File: config.mk
export PLATFORM = sky130hd
export DESIGN_NAME = regfile_2r1w
export DESIGN_NICKNAME = d
export VERILOG_FILES = /design/src/rtl/regfile_pkg.sv /design/src/rtl/regfile_clear_ctrl.sv /design/src/rtl/regfile_2r1w.sv
export SDC_FILE = /design/constraint.sdc
export NUM_CORES = 1
export LEC_CHECK = 0
export CORE_ASPECT_RATIO = 0.9
export CORE_MARGIN = 4
export CORE_UTILIZATION = 45
export CTS_BUF_LIST = sky130_fd_sc_hd__clkbuf_4
export CTS_CLUSTER_DIAMETER = 50
export DETAILED_ROUTE_END_ITERATION = 8
export PLACE_DENSITY = 0.64
export SLEW_MARGIN = 20
export SYNTH_ARGS = -nofsm -noshare
export SYNTH_HDL_FRONTEND = slang
export SYNTH_SLANG_ARGS = --single-unit
export TNS_END_PERCENT = 50
File: constraint.sdc
create_clock -name clk -period 2.1 [get_ports clk]
set_input_delay 0.63 -clock clk [delete_from_list [all_inputs] [get_ports clk]]
set_output_delay 0.63 -clock clk [all_outputs]
set_load 0.02 [all_outputs]
File: src/rtl/regfile_pkg.sv
// Shared types and defaults for the two-read, one-write register file.
package regfile_pkg;

  typedef enum logic {
    IDLE  = 1'b0,
    CLEAR = 1'b1
  } clr_state_t;

  localparam int DEF_WIDTH = 16;
  localparam int DEF_DEPTH = 8;

endpackage

File: src/rtl/regfile_clear_ctrl.sv
// Bulk-clear sequencer: walks an index over every register,
// one per cycle, while holding busy high.
module regfile_clear_ctrl
  import regfile_pkg::*;
#(
  parameter  int DEPTH = DEF_DEPTH,
  localparam int AW    = $clog2(DEPTH)
) (
  input  logic          clk,
  input  logic          rst_n,
  input  logic          clear_req,
  output logic          busy,
  output logic          clr_en,
  output logic [AW-1:0] clr_idx
);

  localparam logic [AW-1:0] LAST = AW'(DEPTH - 1);
  localparam logic [AW-1:0] ONE  = AW'(1);

  clr_state_t state;

  always_ff @(posedge clk or negedge rst_n) begin
    if (!rst_n) begin
      state   <= IDLE;
      clr_idx <= '0;
      busy    <= 1'b0;
    end else begin
      unique case (state)
        IDLE: begin
          if (clear_req) begin
            state   <= CLEAR;
            clr_idx <= '0;
            busy    <= 1'b1;
          end
        end
        CLEAR: begin
          // requests arriving mid-sequence are ignored
          if (clr_idx == LAST) begin
            state   <= IDLE;
            clr_idx <= '0;
            busy    <= 1'b0;
          end else begin
            clr_idx <= clr_idx + ONE;
          end
        end
      endcase
    end
  end

  assign clr_en = (state == CLEAR);

endmodule

File: src/rtl/regfile_2r1w.sv
// Register file with one write port, two registered read ports,
// write-to-read bypass and a sequenced bulk clear.
module regfile_2r1w
  import regfile_pkg::*;
#(
  parameter  int WIDTH = DEF_WIDTH,
  parameter  int DEPTH = DEF_DEPTH,
  localparam int AW    = $clog2(DEPTH)
) (
  input  logic             clk,
  input  logic             rst_n,
  input  logic             write,
  input  logic [AW-1:0]    writenum,
  input  logic [WIDTH-1:0] data_in,
  input  logic             read_a,
  input  logic [AW-1:0]    readnum_a,
  output logic [WIDTH-1:0] data_out_a,
  input  logic             read_b,
  input  logic [AW-1:0]    readnum_b,
  output logic [WIDTH-1:0] data_out_b,
  input  logic             clear_req,
  output logic             busy
);

  localparam logic [AW:0] DEPTH_V = (AW + 1)'(DEPTH);

  logic [WIDTH-1:0] mem [DEPTH];

  logic             clr_en;
  logic [AW-1:0]    clr_idx;
  logic             wr_ok;
  logic [WIDTH-1:0] rd_a;
  logic [WIDTH-1:0] rd_b;

  regfile_clear_ctrl #(
    .DEPTH (DEPTH)
  ) u_clr (
    .clk       (clk),
    .rst_n     (rst_n),
    .clear_req (clear_req),
    .busy      (busy),
    .clr_en    (clr_en),
    .clr_idx   (clr_idx)
  );

  assign wr_ok = write && !busy
              && ({1'b0, writenum} < DEPTH_V);

  // Priority: accepted write, then in-flight clear, then array.
  // Out-of-range addresses match no entry and fall to zero.
  function automatic logic [WIDTH-1:0] lookup(
    input logic [AW-1:0] addr
  );
    logic [WIDTH-1:0] v;
    v = '0;
    for (int i = 0; i < DEPTH; i++) begin
      if (addr == AW'(i)) v = mem[i];
    end
    if (clr_en && addr == clr_idx) v = '0;
    if (wr_ok && addr == writenum) v = data_in;
    return v;
  endfunction

  always_comb begin
    rd_a = lookup(readnum_a);
    rd_b = lookup(readnum_b);
  end

  always_ff @(posedge clk or negedge rst_n) begin
    if (!rst_n) begin
      for (int i = 0; i < DEPTH; i++) begin
        mem[i] <= '0;
      end
    end else begin
      for (int i = 0; i < DEPTH; i++) begin
        if (wr_ok && writenum == AW'(i)) begin
          mem[i] <= data_in;
        end else if (clr_en && clr_idx == AW'(i)) begin
          mem[i] <= '0;
        end
      end
    end
  end

  always_ff @(posedge clk or negedge rst_n) begin
    if (!rst_n) begin
      data_out_a <= '0;
      data_out_b <= '0;
    end else begin
      if (read_a) data_out_a <= rd_a;
      if (read_b) data_out_b <= rd_b;
    end
  end

endmodule

# Yosys cells after proc, flatten, opt, wreduce, memory -nomap -nowiden
# Index checks and enable logic that the tools add are counted.
dict set report word_totals {
  out_inout_bits 33
  register_bits 165
  elab_cells 129
}
dict set report op_classes {
  n_addsub 1
  bitwise 1
  eq_ne 34
  mux 45
  reduce_logical 35
}
# operator count
set ops {}
lappend ops {{$mux W16} 36}
lappend ops {{$eq A3 B3 Y1 const B} 16}
lappend ops {{$eq A3 B2 Y1 const B} 8}
lappend ops {{$logic_and A1 B1 Y1} 21}
lappend ops {{$reduce_bool A2 Y1} 8}
lappend ops {{$eq A3 B1 Y1 const B} 4}
lappend ops {{$eq A3 B3 Y1} 4}
lappend ops {{$logic_not A3 Y1} 4}
lappend ops {{$mux W3} 2}
lappend ops {{$pmux W3 S2} 1}
lappend ops {{$mux W1} 4}
lappend ops {{$ne A2 B2 Y1 const B} 2}
lappend ops {{$pmux W1 S2} 2}
lappend ops {{$add A3 B1 Y3 const B} 1}
lappend ops {{$reduce_and A2 Y1} 1}
lappend ops {{$logic_not A1 Y1} 1}
lappend ops {{$not A1 Y1} 1}

# Longest topological paths before layout
# Gate-level depths: netlist of the first run.
dict set report logic_depth {
  ltp_word 11
  ltp_mapped 9
}

# By module
# From an unflattened synthesis of the first run, not the netlist that was laid out.
dict set report hier_totals {
  cells_unflattened 654
  hier_area_um2 8625.8
}
# mod instances seq_area_each_um2 cells_per_inst area_each_um2
set by_module_without_submodules {}
lappend by_module_without_submodules {regfile_2r1w 1 4003.8 634 8376.8}
lappend by_module_without_submodules {regfile_clear_ctrl 1 125.1 20 249.0}

# Worst setup path before layout of the first run
# No wires, ideal clock.
dict set report synth_path {
  path_type {input-to-reg}
  start {input readnum_b[0]}
  end {register data_out_b[13]}
  path_stages 6
  slack_ns 0.126
  arrival_time_ns 1.848
  path_buffers 2
  t_required_ns 1.974
  cell_sequence {buf_6 -> buf_6 -> mux4_2 -> clkinv_1 -> o22ai_1 -> a221o_1}
}
dict set report synth_between {
  elab_chain_len 11
}
# element line
set synth_rtl {}
lappend synth_rtl {{start: declaration} regfile_2r1w.sv:19} ;# input logic [AW-1:0] readnum_b,
lappend synth_rtl {{$logic_not A3 Y1} regfile_2r1w.sv:57} ;# if (addr == AW'(i)) v = mem[i];
lappend synth_rtl {{$mux W16 (8 in series)} regfile_2r1w.sv:57}
lappend synth_rtl {{$mux W16} regfile_2r1w.sv:59} ;# if (clr_en && addr == clr_idx) v = '0;
lappend synth_rtl {{$mux W16 *} regfile_2r1w.sv:60} ;# if (wr_ok && addr == writenum) v = data_in;
lappend synth_rtl {{end signal: assignment} regfile_2r1w.sv:91} ;# if (read_b) data_out_b <= rd_b;
lappend synth_rtl {{end: declaration} regfile_2r1w.sv:20} ;# output logic [WIDTH-1:0] data_out_b,
# Mark *: on every way between the ends. The rest lies on a longest branch, timed or not.
# A chain may end at the register's enable or synchronous reset.

# Final worst setup path of the first run
dict set report layout_path {
  start {input write}
  end {register data_out_a[10]}
}
dict set report layout_between {
  elab_chain_len 3
}
# element line
set layout_rtl {}
lappend layout_rtl {{start: declaration} regfile_2r1w.sv:12} ;# input logic write,
lappend layout_rtl {{$logic_and A1 B1 Y1} regfile_2r1w.sv:46} ;# assign wr_ok = write && !busy
lappend layout_rtl {{$logic_and A1 B1 Y1} regfile_2r1w.sv:60}
lappend layout_rtl {{$mux W16} regfile_2r1w.sv:60}
lappend layout_rtl {{end signal: assignment} regfile_2r1w.sv:90} ;# if (read_a) data_out_a <= rd_a;
lappend layout_rtl {{end: declaration} regfile_2r1w.sv:17} ;# output logic [WIDTH-1:0] data_out_a,
# No other way between the ends.

==> results.cfg, run 1 <==
[global_route]
grt-ovfl-total = 0
grtUsageMet2_pct = 40.6
grt_pass1_wl_um = 45700
busiest_layer = met2
antenna_found_initial = 1
grt.total_usage_pct = 27.0
grt_start_max_net_pins = 44
grtUsageMet3_pct = 5.99
use_met1_pct = 39.4
grt_pass1_vias = 7517

[clock_network]
htreeDepth = 4
cts.sinks = 165
cts_buffer_depth = 2
clk_latency_ns = 0.59
cts_tree = done
cts_root_buffer = clkbuf_4
cts-buffers-inserted = 17
clkTransAtPathRegs_ns = 0.16

[floorplanning]
dieWidth_um = 157
io_pins = 64
dieArea_sq_um = 22300
core_area_sq_um = 19400
initial_core_util_pct = 46.3
num_rows = 48
die_h_um = 142

[setup_path]
path_buf_inv = 3
worst_setup_path_end_kind = flip-flop
path_cells = clkdlybuf4s50_1 -> nor2b_2 -> buf_4 -> nand4_1 -> and3_1 -> buf_4 -> o211ai_1 -> nand2_1
cp.required_ns = 2.57
crit_type = in2reg
worstPathArrival_ns = 2.57
path_max_fanout = 9
start_kind = input port
cp_common_cell = buf_4
crit_path_max_incr_delay_ns = 0.45
worst_path_max_delay_cell = clkdlybuf4s50_1
cpLargestDelayFamily = simple AND/OR/NAND/NOR gates

[run_status]
status = complete, no violations

[yosys]
synth_top_area_share_pct = 46.0
netlist_area_sq_um = 8980
synth.avg_cell_area_sq_um = 12.0
synthTopCellsByArea = dfrtp_1, a22o_1, mux4_2
yosys_warnings = 0
ys_seq_area_share_pct = 46.0
syn_nets = 787
synth_ff_type = dfrtp_1
yosysUniqueCellTypes = 48
synth-edff-count = 0
ys_seq_elements = 165
yosys.area.top_type = dfrtp_1
postSynthCellCount = 750
yosysMostFrequentCell = dfrtp_1
synth_commonest_cells = dfrtp_1, a22o_1, nand2_1, mux2i_1, mux4_2
async_flop_share_pct = 100

[power]
p_per_area_nw_per_um2 = 1130
leakagePower_uw = 0.00510
peakVddDrop_mv = 0.867

[finish]
multi_input_area_sq_um = 4360
syn2layout_area_growth_pct = 19.2
drive_gt1_share_pct = 25.2
nets = 889
final_cells = 1116
seq_area_sq_um = 4130
fin_area_sq_um = 10700
fillers = 1674

[route]
drc = 0
drt_iter0_drc = 763
via_per_inst = 6.68
ant_nets = 0
routed_wl_um = 29600
wl_per_cell_um = 26.5
dr.pass1.iters = 5
vias = 7458

[place]
dp_cells = 1081
gp_congestion = 0.897
port_buffers = 63
postPlaceCellArea_sq_um = 10400
place.detailed.hpwl_um = 19300

[sta]
hold_viol_final = 0
worst_pin_slew_ns = 1.09
slew_violations = 0
rsz0062_at_grt = false
max_freq_mhz = 478
setup_viol_count_final = 0
clock_skew_ns = 0.0273
min_period_ns = 2.09
slew_headroom_pct = 27.5
min_period_over_period_pct = 99.7

[min_path]
hp-class = in2async

[flow_run]
cap_violations = 0
[where the power goes]
group | switching, uW | internal (uW)
combinational | 2420 | 2490
clock | 1240 | 613
sequential | 1080 | 4310
[sequential cells by signal (all words and copies together), names as in the netlist]
register	count
u_clr.clr_en	1
u_clr.busy	1
data_out_b	16
u_clr.clr_idx	3
mem	128
data_out_a	16
[through the flow]
step	hold slack (ns)	setup slack [ns]	total power [uW]	util [%]	TNS (ns)
final	0.501	0.00670	12200	55.2	0
after global routing	0.537	0.0189	12800	55.2	0
after CTS	0.510	0.0258	12100	55.0	0
after detailed placement	0.498	-0.756	10400	53.8	-66.87
after global placement	0.495	-0.657	10200	53.8	-63.45
after floorplan	0.334	0.126	8290	-	0
[cells by family after synthesis]
| kind of cell | synth area share (%) |
|---|---|
| xor gates and xnor gates | 1.55 |
| buffers and inverters | 5.61 |
| adders and majority gates | 0.836 |
| DFF | 46.0 |
| and+or+nand+nor | 5.54 |
| AOI/OAI and AO/OA | 24.8 |
| muxes | 15.7 |
[cell usage in the layout (no fill, tap or decap), types with 19 or more instances in the layout]
cell type	instances
dfrtp_1	165
a22o_1	128
buf_4	81
nand2_1	38
dlygate4sd2_1	35
mux2i_1	34
mux4_2	33
o22ai_1	29
a22oi_1	27
mux2_2	26
clkdlybuf4s50_1	23
inv_1	21
a221o_1	21
o21ai_0	19
[layout make-up]
class                           count  area share [%]
Antenna cell                        1          0.0234
Clock buffer                       18            1.26
Clock inverter                     14            1.19
Inverter                           24           0.841
Multi-Input combinational cell    481            40.8
Sequential cell                   165            38.6
Tap cell                          250            2.92
Timing Repair Buffer              163            14.4
[path summary, 6_finish.rpt]
check | from | end | slack (ns) | depth (start not counted)
max in group asynchronous | rst_n | mem[52] | 0.86 | 3
setup / recovery | write | data_out_a[10] | 0.007 | 8
hold reg to reg | data_out_a[2] | data_out_a[2] | 0.53 | 2
setup reg to reg | u_clr.busy | data_out_a[10] | 0.05 | 7
min in group clk | data_out_a[2] | data_out_a[2] | 0.53 | 2
hold / removal | rst_n | mem[68] | 0.50 | 2
[routing by layer]
metal | vias up | wire [um]
li1 | 3117 | -
met1 | 3850 | 12700
met2 | 437 | 13300
met3 | 54 | 2670
met4 | 0 | 859
met5 | - | 0
[timing repair]
item,CTS,global route
endpoints found under the setup margin,49,26
setup buffers,0,1
hold buffers,1,0
resized for setup,36,1
endpoints found under the hold margin,38,0
pin swaps,3,1
gates cloned,0,0
(Power assumes the default switching activity.)
==> run 2, diff against run 1 <==
--- a/config.mk
+++ b/config.mk
@@ -6,7 +6,7 @@
 export NUM_CORES = 1
 export LEC_CHECK = 0
 export CORE_ASPECT_RATIO = 0.9
-export CORE_MARGIN = 4
+export CORE_MARGIN = 2
 export CORE_UTILIZATION = 45
 export CTS_BUF_LIST = sky130_fd_sc_hd__clkbuf_4
 export CTS_CLUSTER_DIAMETER = 50
==> run 2 against run 1 <==
Effect of this change:
- non-clock buffer count shrank 1
- critical path depth decreased by 1
- die area down 5.3%
- fmax is 2.2% higher
- utilization shrank 1.0 points
- clock skew is 0.0068 ns lower
- register-to-register slack better by 0.09 ns
- flip-flop and latch count stayed put
- worst hold slack improved by 0.026 ns
- first-iteration DRC count is 1.8% lower
==> results.cfg, run 2 (same netlist as run 1, synthesis figures left out) <==
[setup_path]
worst_setup_path_end_kind = flip-flop
start_kind = input port
cp.required_ns = 2.56
ff2ff_path_depth = 4
path_max_fanout = 9
crit_type = in2reg
worstPathArrival_ns = 2.51

[clock_network]
cts.sinks = 165
cts-buffers-inserted = 17
cts_buffer_depth = 2
cts_root_buffer = clkbuf_4
clk_latency_ns = 0.58
cts_tree = done
clkTransAtPathRegs_ns = 0.13
htreeDepth = 4

[sta]
slew_headroom_pct = 30.8
hold_viol_final = 0
setup_viol_count_final = 0
min_period_over_period_pct = 97.6
max_freq_mhz = 488
worst_pin_slew_ns = 1.04
clock_skew_ns = 0.0206
min_period_ns = 2.05
slew_violations = 0
tns_ns = 0
rsz0062_at_grt = false

[finish]
fin_area_sq_um = 10700
top_regs = mem (128), data_out_a (16), data_out_b (16)
layout_common_cells = dfrtp_1, a22o_1, buf_4
syn2layout_area_growth_pct = 19.4
final_common_cell = dfrtp_1
drive_gt1_share_pct = 25.0
finish.utilization_pct = 54.2
nets = 888
fillers = 1707
final_cells = 1120
largest_register_ffs = 128
regMostFlops = mem

[floorplanning]
die_h_um = 138
initial_core_util_pct = 45.4
dieArea_sq_um = 21100
dieWidth_um = 153
num_rows = 49
core_area_sq_um = 19800
io_pins = 64

[min_path]
hold_depth = 2
hp-class = reg2reg

[place]
port_buffers = 63
place.detailed.hpwl_um = 18800
dp_cells = 1085
gp_congestion = 0.870
postPlaceCellArea_sq_um = 10500

[global_route]
grt-ovfl-total = 0
grt_pass1_wl_um = 45400
grt_pass1_vias = 7421
antenna_found_initial = 1
grt.total_usage_pct = 28.2
grt_start_max_net_pins = 47

[run_status]
status = complete, no violations

[route]
routed_wl_um = 29200
drc = 0
wl_per_cell_um = 26.1
ant_nets = 0
drt_iter0_drc = 749
dr.pass1.iters = 7
via_per_inst = 6.59
vias = 7376

[power]
p_per_area_nw_per_um2 = 1140
leakagePower_uw = 0.00510
peakVddDrop_mv = 0.783

[flow_run]
cap_violations = 0
-- run 2: cell count changes in the layout (fill, tap and decap cells not counted), moves of 2 or more --
cell      previous run  this run
buf_4               81        78
buf_12              18        20
inv_6                5         2
clkinv_2             2         4
-- run 2: final timing paths --
check,slack [ns],endpoint,start
max,0.05,data_out_a[4],writenum[2]
min,0.53,data_out_a[3],data_out_a[3]
max reg2reg,0.14,mem[13],u_clr.clr_idx[0]
min reg2reg,0.53,data_out_a[3],data_out_a[3]
max in group asynchronous,0.95,mem[119],rst_n
min in group asynchronous,0.54,mem[100],rst_n
-- run 2: routing by layer --
| metal | vias to the layer above | GRT usage, % | wire, um |
|---|---|---|---|
| li1 | 3114 | - | - |
| met3 | 61 | 7.02 | 2880 |
| met1 | 3759 | 40.2 | 12200 |
| met2 | 442 | 43.4 | 13500 |
| met5 | - | 0 | 0 |
| met4 | 0 | 7.99 | 654 |
-- run 2: stage by stage --
| step | setup slack, ns | total power, uW | hold slack (ns) |
|---|---|---|---|
| 2_1_floorplan | 0.126 | 8290 | 0.334 |
| 3_5_place_dp | -0.710 | 10400 | 0.499 |
| 6_report | 0.0509 | 12200 | 0.527 |
| 3_3_place_gp | -0.611 | 10300 | 0.496 |
| 5_1_grt | 0.00115 | 12900 | 0.531 |
| 4_1_cts | 0.00314 | 12200 | 0.517 |
-- run 2: final cells by class --
class | count | area (sq um) | area share (%)
multi-input cells | 481 | 4350 | 40.5
flip-flops and latches | 165 | 4130 | 38.5
repair buffers | 162 | 1560 | 14.6
well taps | 255 | 319 | 2.97
clock buffers | 19 | 143 | 1.33
clock inverters | 13 | 133 | 1.24
inverters | 24 | 90.1 | 0.840
diodes | 1 | 2.50 | 0.0233
-- run 2: critical path, cell delays in order --
cell	delay, ns
clkdlybuf4s50_1	0.57
buf_4	0.17
xnor2_1	0.11
nand4_1	0.15
and3_1	0.39
nor2b_1	0.23
a221o_1	0.26
-- run 2: timing repair --
item,in CTS,in global routing
hold buffers,1,0
endpoints found under the hold margin,35,0
gates resized for setup,35,0
endpoints found under the setup margin,49,16
pin swaps,2,1
buffers inserted,0,1
-- run 2: report_power, final --
group	internal [uW]	switching, uW
registers	4310	1080
logic	2520	2430
clock network	728	1170
